File: config.mk
export PLATFORM = sky130hd
export DESIGN_NAME = fetch_unit
export DESIGN_NICKNAME = d
export VERILOG_FILES = /design/src/rtl/fetch_pkg.sv /design/src/rtl/fetch_unit_if_id_reg.sv /design/src/rtl/fetch_unit.sv
export SDC_FILE = /design/constraint.sdc
export NUM_CORES = 1
export LEC_CHECK = 0
export BUFFER_PORTS_ARGS = -buffer_cell sky130_fd_sc_hd__buf_4
export CORE_ASPECT_RATIO = 1.5
export CORE_MARGIN = 2
export CORE_UTILIZATION = 54
export DETAILED_ROUTE_END_ITERATION = 16
export GPL_ROUTABILITY_DRIVEN = 0
export PLACE_DENSITY = 0.8
export SYNTH_ARGS = -nofsm -noshare
export SYNTH_HDL_FRONTEND = slang
export SYNTH_SLANG_ARGS = --single-unit
export TNS_END_PERCENT = 30
File: constraint.sdc
create_clock -name clk -period 8.8 [get_ports clk]
set_clock_uncertainty 0.2 [all_clocks]
set_input_delay 1.76 -clock clk [delete_from_list [all_inputs] [get_ports clk]]
set_output_delay 1.76 -clock clk [all_outputs]
set_load 0.02 [all_outputs]
File: src/rtl/fetch_pkg.sv
// fetch_pkg: shared types and defaults for the instruction-fetch stage.
package fetch_pkg;
  typedef enum logic [1:0] {ISSUE, WAIT, HOLD, KILL} fetch_state_t;
  localparam int DEFAULT_XLEN = 32;
  localparam logic [31:0] DEFAULT_NOP = 32'h0000_0013;
  typedef struct packed {
    logic [31:0] instr;
    logic [DEFAULT_XLEN-1:0] pc;
    logic [DEFAULT_XLEN-1:0] pc_plus4;
    logic valid;
    logic misalign;
  } if_id_t;
endpackage

File: src/rtl/fetch_unit_if_id_reg.sv
// if_id_reg: pipeline register with async reset and flush > stall > load > bubble priority.
module if_id_reg #(
  parameter int W = 1,
  parameter logic [W-1:0] BUBBLE = '0
) (
  input  logic         clk,
  input  logic         rst,
  input  logic         flush,
  input  logic         stall,
  input  logic         load,
  input  logic [W-1:0] d,
  output logic [W-1:0] q
);
  always_ff @(posedge clk or posedge rst)
    if (rst) q <= BUBBLE;
    else if (flush) q <= BUBBLE;
    else if (!stall) q <= load ? d : BUBBLE;
endmodule

File: src/rtl/fetch_unit.sv
// fetch_unit: PC register, single-outstanding imem handshake, hold buffer and IF/ID register.
module fetch_unit
  import fetch_pkg::*;
#(
  parameter int XLEN = DEFAULT_XLEN,
  parameter logic [XLEN-1:0] RESET_PC = '0,
  parameter logic [31:0] NOP_INSTR = DEFAULT_NOP
) (
  input  logic            clk,
  input  logic            rst,
  input  logic            redirect_i,
  input  logic [XLEN-1:0] redirect_pc_i,
  input  logic            stall_d_i,
  input  logic            flush_d_i,
  output logic            imem_req_o,
  output logic [XLEN-1:0] imem_addr_o,
  input  logic            imem_ready_i,
  input  logic            imem_rvalid_i,
  input  logic [31:0]     imem_rdata_i,
  output logic [31:0]     instr_d_o,
  output logic [XLEN-1:0] pc_d_o,
  output logic [XLEN-1:0] pc_plus4_d_o,
  output logic            valid_d_o,
  output logic            misalign_d_o
);
  localparam int W = 32 + 2*XLEN + 2;
  fetch_state_t state, state_nxt;
  logic [XLEN-1:0] pc_f, pc_out, target;
  logic [31:0] hold_instr;
  logic mis, fresh, accept, deliver, capture;
  logic [W-1:0] d, q;
  assign target = {redirect_pc_i[XLEN-1:2], 2'b00};
  assign accept = imem_req_o && imem_ready_i;
  assign imem_addr_o = pc_f;
  always_comb begin
    state_nxt = state;
    imem_req_o = 1'b0;
    deliver = 1'b0;
    capture = 1'b0;
    case (state)
      ISSUE: begin
        imem_req_o = !redirect_i;
        state_nxt = (!redirect_i && imem_ready_i) ? WAIT : ISSUE;
      end
      WAIT:
        if (redirect_i) state_nxt = imem_rvalid_i ? ISSUE : KILL;
        else if (imem_rvalid_i) begin
          deliver = !stall_d_i;
          capture = stall_d_i;
          imem_req_o = !stall_d_i;
          state_nxt = stall_d_i ? HOLD : imem_ready_i ? WAIT : ISSUE;
        end
      HOLD:
        if (redirect_i) state_nxt = ISSUE;
        else if (!stall_d_i) begin
          deliver = 1'b1;
          state_nxt = ISSUE;
        end
      KILL: state_nxt = imem_rvalid_i ? ISSUE : KILL;
      default: state_nxt = ISSUE;
    endcase
  end
  // fresh masks the response of a request that was in flight when reset hit
  always_ff @(posedge clk or posedge rst)
    if (rst) begin
      state <= ISSUE;
      pc_f <= RESET_PC;
      pc_out <= '0;
      hold_instr <= '0;
      mis <= 1'b0;
      fresh <= 1'b1;
    end else begin
      state <= state_nxt;
      fresh <= 1'b0;
      pc_f <= redirect_i ? target : accept ? pc_f + XLEN'(4) : pc_f;
      if (accept) pc_out <= pc_f;
      if (capture) hold_instr <= imem_rdata_i;
      mis <= redirect_i ? |redirect_pc_i[1:0] : deliver ? 1'b0 : mis;
    end
  assign d = {state == HOLD ? hold_instr : imem_rdata_i, pc_out, pc_out + XLEN'(4), 1'b1, mis};
  if_id_reg #(
    .W(W),
    .BUBBLE({NOP_INSTR, {(2*XLEN+2){1'b0}}})
  ) u_if_id (
    .clk(clk),
    .rst(rst),
    .flush(flush_d_i),
    .stall(stall_d_i),
    .load(deliver),
    .d(d),
    .q(q)
  );
  assign {instr_d_o, pc_d_o, pc_plus4_d_o, valid_d_o, misalign_d_o} = q;
  assert property (@(posedge clk) disable iff (rst)
    !(imem_rvalid_i && !fresh && (state == ISSUE || state == HOLD)));
endmodule

==> flow_metrics.py, run 1 <==
metrics = {
    "status": {
        "outcome": "complete, no violations",
    },
    "critical_path": {
        "rr_endpoint": "u_if_id.q[25]",
        "worstPathArrival_ns": 2.51,
        "critPathKind": "in -> out",
        "rrSetupSlack_ns": 5.69,
        "delay_contributed_by_the_slowest_stage_of_the_critical_path_ns": 0.32,
        "crit_path_slowest_cell": "sky130_fd_sc_hd__and3b_1",
        "worst_r2r_startpoint": "state[0]",
        "crit_required_ns": 6.84,
        "worst_setup_path_start_kind": "input pin",
        "critical_path.cell_chain": "buf_4 -> and3b_1 -> nor2_1 -> nor2_1 -> buf_4",
        "cp_max_fo": 7,
        "r2r.worst_path.cells": 7,
        "endpoint_kind": "output pin",
    },
    "logic_synthesis": {
        "synth_top_cell_by_area": "sky130_fd_sc_hd__dfrtp_1",
        "synth.mux.area_fraction_pct": 8.51,
        "synth_edf_count": 0,
        "synthesized_area_fraction_occupied_by_and_or_nand_nor_cells_pct": 16.9,
        "synth_top_family_by_area": "simple AND/OR/NAND/NOR gates",
        "synth.yosys.seq_area_share_pct": 55.0,
        "synthCells": 835,
        "ys_seq_elements": 190,
        "yosys_warnings": 0,
        "synth_fa_ha_area_share_pct": 0.868,
        "synthesis.area_per_instance_um2": 10.4,
        "synth_area_leaders": "sky130_fd_sc_hd__dfrtp_1, sky130_fd_sc_hd__nand2_1, sky130_fd_sc_hd__mux2_2",
        "postSynth.asyncResetShare_pct": 100,
        "post-synth-top-area-fraction_pct": 54.1,
        "synth_compound_area_share_pct": 11.0,
        "synth_xor_xnor_area_share_pct": 4.56,
        "syn-cell-area_mm2": 0.00865,
        "yosys.cell_types.count": 52,
        "synth_top_flop_cell": "sky130_fd_sc_hd__dfrtp_1",
    },
    "placement": {
        "pre_cts_slack_ns": 4.33,
        "detailed_place_hpwl_mm": 14.6,
        "portBuffers": 199,
    },
    "sta": {
        "period_share_pct": 50.8,
        "totalNegativeSetupSlack_ns": 0,
        "setup_viol_count_final": 0,
        "report.final.hold_viol_count": 0,
        "fmax_mhz": 223,
        "timing.max_slew.rel_slack_pct": 27.8,
        "final.setup.worst_slack_ns": 4.33,
        "rsz0062_at_grt": "false",
        "finalCriticalPeriod_ns": 4.47,
        "timing_worst_slew_pin_value_ns": 1.08,
        "maxSlewViolCount": 0,
    },
    "finish": {
        "most_common_cell_after_layout_fill_and_taps_aside": "sky130_fd_sc_hd__buf_4",
        "post_route_cells_drive_above_1_share_pct": 28.8,
        "fill_cells": 1237,
        "area_growth_synth_to_finish_pct": 25.3,
        "finalNetCount": 1087,
        "layout_common_cells": "sky130_fd_sc_hd__buf_4, sky130_fd_sc_hd__nand2_1, sky130_fd_sc_hd__dfrtp_1",
        "insertedDiodeCount": 0,
    },
    "floorplanning": {
        "design.core.area_mm2": 0.0156,
        "num_io_pins": 202,
        "floorplan.die_area_mm2": 0.0171,
        "chipHeight_um": 159,
        "starting_density_pct": 55.3,
        "die_w_um": 107,
        "row_count": 56,
    },
    "route": {
        "met1_length_mm": 8.63,
        "antenna_left": 0,
        "routed_wirelength_mm": 20.8,
        "post-route-drc-count": 0,
        "dr.first_iter.drc_count": 413,
        "viasPerCell": 5.49,
        "total_number_of_vias": 6728,
        "top_layer": "met4",
        "post_drt_wl_per_cell_um": 16.9,
        "firstDrtPassIters": 4,
        "routed-wl-met2_mm": 10.7,
        "wl_met3_um": 995,
    },
    "clocking": {
        "clock_sink_count": 190,
        "clk_latency_ns": 0.43,
        "cts_resized": 0,
        "numCtsBuffers": 17,
        "clk_transition_reported_paths_ns": 0.07,
        "cts.hold.buffers_added": 0,
        "tritoncts_clock_tree": "built",
        "cts_post_setup_buffers_inserted": 0,
        "cts-root-buf": "sky130_fd_sc_hd__clkbuf_16",
        "htreeDepth": 4,
        "cts-root-to-sink-buffers": 2,
    },
    "power": {
        "max_vdd_drop_v": 0.000123,
        "leak_pwr_uw": 0.00502,
        "power-per-cell-area_mw_per_mm2": 201,
    },
    "hold_path": {
        "min_path_type": "reg -> reg",
        "worst_hold_path.endpoint": "u_if_id.q[82]",
        "worst_hold_startpoint": "u_if_id.q[82]",
        "whs_path_depth": 2,
    },
    "grt": {
        "grt.overflow.total": 0,
        "grt_pass1_vias": 6804,
        "grt_max_degree": 104,
        "grt_first_pass_wirelength_mm": 34.1,
        "grt_antenna_before_repair": 0,
        "grtUsageTotal_pct": 25.0,
    },
    "run": {
        "timing.max_cap.violations": 0,
    },
}
-- stage by stage --
step / power (µW) / instances / utilization (%) / hold WS, ns / cell area (µm²)
6_report: 2180 / 1226 / 69.3 / 0.280 / 10800
5_1_grt: 2290 / 1226 / 69.3 / 0.301 / 10800
4_1_cts: 2200 / 1226 / 69.3 / 0.288 / 10800
3_5_place_dp: 1460 / 1194 / 65.6 / 0.271 / 10300
3_3_place_gp: 1440 / 1194 / 65.6 / 0.262 / 10300
2_1_floorplan: 1330 / 836 / - / 0.266 / 8650
-- area by class of cell --
cell class,instances,area (µm²),area share [%]
multi-input cells,583,3650,33.6
repair buffers,206,1550,14.3
well taps,203,254,2.34
flip-flops and latches,190,4760,43.9
clock inverters,15,153,1.41
inverters,12,52.6,0.485
clock buffers,17,425,3.93
-- how the worst max path moves through the flow --
stage / startpoint / to / slack [ns] / cells past startpoint
finish: stall_d_i / imem_req_o / 4.33 / 5
global route: stall_d_i / imem_req_o / 4.26 / 5
CTS: stall_d_i / imem_req_o / 4.32 / 5
detailed placement: stall_d_i / imem_req_o / 4.33 / 5
global placement: stall_d_i / imem_req_o / 4.34 / 5
floorplan: rst / hold_instr[0] / 1.67 / 1
-- logic make-up after synthesis --
logic type,Yosys count
xor gates and xnor gates,45
AOI/OAI and AO/OA,152
buffers and inverters,63
and+or+nand+nor,309
other,1
muxes,69
adders and majority gates,6
DFF,190
-- per-layer routing --
metal / track usage (%) / up-vias
met5: 0 / -
met4: 9.09 / 0
met3: 4.22 / 26
met2: 41.9 / 198
met1: 32.5 / 3246
li1: - / 3258
-- synthesized netlist by cell type (all sizes together) (7+ instances only) --
cell	count
xor2	20
dfrtp	187
mux2	36
nor2	24
nand3	27
mux2i	33
nand4	18
nor3	13
o311ai	10
clkbuf	35
buf	16
nor4	11
o211ai	7
xnor2	25
inv	12
a22o	27
a21oi	12
nand2	190
o21ai	86
-- report_power, final --
| part | internal (µW) | leakage, µW | switching, µW | total, µW |
|---|---|---|---|---|
| clock | 377 | 0.000272 | 360 | 737 |
| sequential | 990 | 0.00249 | 122 | 1110 |
| combinational | 161 | 0.00226 | 170 | 332 |
-- registers in the layout, indices dropped and copies added, names as in the netlist --
name and count:
u_if_id.q 95, hold_instr 32, imem_addr_o 30, pc_out 30
state 2, mis 1
-- worst max-delay path: cells and delay by family --
kind	cells	cell delay, ns
simple gates	3	0.47
buf+inv	2	0.28
(Power assumes the default switching activity.)
==> run 2: changes to the inputs <==
Clock period 8.8 ns to 4.5 ns, I/O delays scaled along.
==> run 2 against run 1 <==
- die area unchanged
- critical endpoint unchanged
- global-route usage grew 0.31 points
- critical path depth up 1
- final cell count is 0.16% higher
- register-to-register slack lost 4.0 ns
- via count grew 1.0%
- total power rose by 100%
- cell area is 0.81% higher
==> flow_metrics.py, run 2 (synthesis gave the netlist of run 1 again) <==
metrics = {
    "critical_path": {
        "delay_contributed_by_the_slowest_stage_of_the_critical_path_ns": 0.42,
        "critical_path.cell_chain": "inv_1 -> ha_1 -> and3b_1 -> nor2_1 -> nor2_1 -> buf_4",
        "worstPathArrival_ns": 1.85,
        "endpoint_kind": "output pin",
        "cpMostUsedCell": "sky130_fd_sc_hd__nor2_1",
        "crit_required_ns": 3.40,
        "worst_setup_path_start_kind": "flip-flop",
        "critPathKind": "reg -> out",
        "cp_max_fo": 7,
        "crit_path_slowest_cell": "sky130_fd_sc_hd__dfrtp_1",
        "family_of_cells_with_the_greatest_summed_delay_on_the_critical_path": "simple AND/OR/NAND/NOR gates",
        "worstPathBufferInverterCount": 2,
    },
    "sta": {
        "setup_viol_count_final": 0,
        "timing_worst_slew_pin_value_ns": 1.04,
        "rsz0062_at_grt": "false",
        "timing.max_slew.rel_slack_pct": 30.4,
        "report.final.hold_viol_count": 0,
        "final.setup.worst_slack_ns": 1.55,
        "maxSlewViolCount": 0,
        "totalNegativeSetupSlack_ns": 0,
        "period_share_pct": 65.4,
        "fmax_mhz": 340,
        "finalCriticalPeriod_ns": 2.95,
    },
    "route": {
        "routed_wirelength_mm": 21.1,
        "viasPerCell": 5.53,
        "antenna_left": 0,
        "total_number_of_vias": 6795,
        "post-route-drc-count": 0,
        "firstDrtPassIters": 5,
        "post_drt_wl_per_cell_um": 17.2,
        "dr.first_iter.drc_count": 426,
    },
    "floorplanning": {
        "floorplan.die_area_mm2": 0.0171,
        "row_count": 56,
        "die_w_um": 107,
        "starting_density_pct": 55.3,
        "design.core.area_mm2": 0.0156,
        "num_io_pins": 202,
        "chipHeight_um": 159,
    },
    "grt": {
        "grt_antenna_before_repair": 0,
        "grt_max_degree": 92,
        "grt_first_pass_wirelength_mm": 34.4,
        "grt_pass1_vias": 6731,
        "grt.overflow.total": 0,
        "grtUsageTotal_pct": 25.3,
    },
    "clocking": {
        "htreeDepth": 4,
        "cts-root-to-sink-buffers": 2,
        "tritoncts_clock_tree": "built",
        "clock_sink_count": 190,
        "cts_post_setup_buffers_inserted": 0,
        "clk_transition_reported_paths_ns": 0.08,
        "cts_resized": 0,
        "cts.hold.buffers_added": 0,
        "numCtsBuffers": 17,
        "clk_latency_ns": 0.42,
        "cts-root-buf": "sky130_fd_sc_hd__clkbuf_16",
    },
    "placement": {
        "pre_cts_slack_ns": 1.36,
        "placed_area_mm2": 0.0103,
        "portBuffers": 199,
        "detailed_place_hpwl_mm": 15.0,
    },
    "finish": {
        "insertedDiodeCount": 0,
        "top_regs": "u_if_id.q x95, hold_instr x32",
        "area.sequential_mm2": 0.00476,
        "multi_input_comb_area_mm2": 0.00365,
        "area_growth_synth_to_finish_pct": 26.3,
        "top_register": "u_if_id.q",
        "layout_common_cells": "sky130_fd_sc_hd__buf_4, sky130_fd_sc_hd__nand2_1, sky130_fd_sc_hd__dfrtp_1",
        "finalNetCount": 1089,
        "largest_reg_flops": 95,
        "stdcell_area_mm2": 0.0109,
        "post_route_cells_drive_above_1_share_pct": 29.0,
        "most_common_cell_after_layout_fill_and_taps_aside": "sky130_fd_sc_hd__buf_4",
        "fill_cells": 1225,
    },
    "power": {
        "overall_power_of_the_completed_layout_uw": 4390,
        "max_vdd_drop_v": 0.000227,
        "power-per-cell-area_mw_per_mm2": 402,
        "leak_pwr_uw": 0.00507,
    },
    "status": {
        "outcome": "complete, no violations",
    },
    "run": {
        "timing.max_cap.violations": 0,
    },
    "hold_path": {
        "min_path_type": "reg -> reg",
    },
}
==> run 2: cell types whose count changed in the layout (fill, tap and decap cells not counted), sizes merged <==
cell / change
buf: +2
clkinv: -3
bufinv: +2
inv: +2
clkinvlp: -1
==> run 2: final cells by class <==
class                           instances  share of cell area [%]
Timing Repair Buffer                  208                    14.6
Clock inverter                         15                    1.75
Tap cell                              203                    2.33
Clock buffer                           17                    3.89
Inverter                               12                   0.447
Multi-Input combinational cell        583                    33.4
Sequential cell                       190                    43.6
==> run 2: power by group <==
part | total [µW] | internal, µW | switching (µW)
Combinational | 655 | 320 | 335
Sequential | 2180 | 1940 | 242
Clock | 1560 | 853 | 708
==> run 2: path summary, 6_finish.rpt <==
path	depth (start not counted)	slack, ns	endpoint	startpoint
min in group asynchronous	2	0.50	imem_addr_o[7]	rst
max in group asynchronous	3	2.71	u_if_id.q[67]	rst
setup reg to reg	6	1.72	u_if_id.q[95]	state[1]
setup / recovery	6	1.55	imem_req_o	state[1]
hold / removal	2	0.28	u_if_id.q[18]	u_if_id.q[18]
hold reg to reg	2	0.28	u_if_id.q[18]	u_if_id.q[18]
==> run 2: worst reg2reg max path: cells and delay by family, from the launching register on <==
kind | cells | cell delay [ns]
AO/OA/AOI/OAI | 2 | 0.47
adder cells (fa/ha/maj) | 1 | 0.29
buffers and inverters | 1 | 0.09
flip-flops | 1 | 0.42
AND/OR/NAND/NOR | 2 | 1.22
==> run 2: routing by layer <==
layer | routed length, µm | GRT usage, %
met1 | 8680 | 32.6
met2 | 11000 | 43.5
met3 | 1090 | 4.38
met4 | 357 | 7.62
met5 | 0 | 0
==> run 2: through the flow <==
step | cells | utilization (%) | hold slack [ns]
global placement | 1196 | 66.0 | 0.261
finish | 1228 | 69.9 | 0.280
floorplan | 836 | - | 0.266
global route | 1228 | 69.9 | 0.301
detailed placement | 1196 | 66.0 | 0.271
CTS | 1228 | 69.9 | 0.286
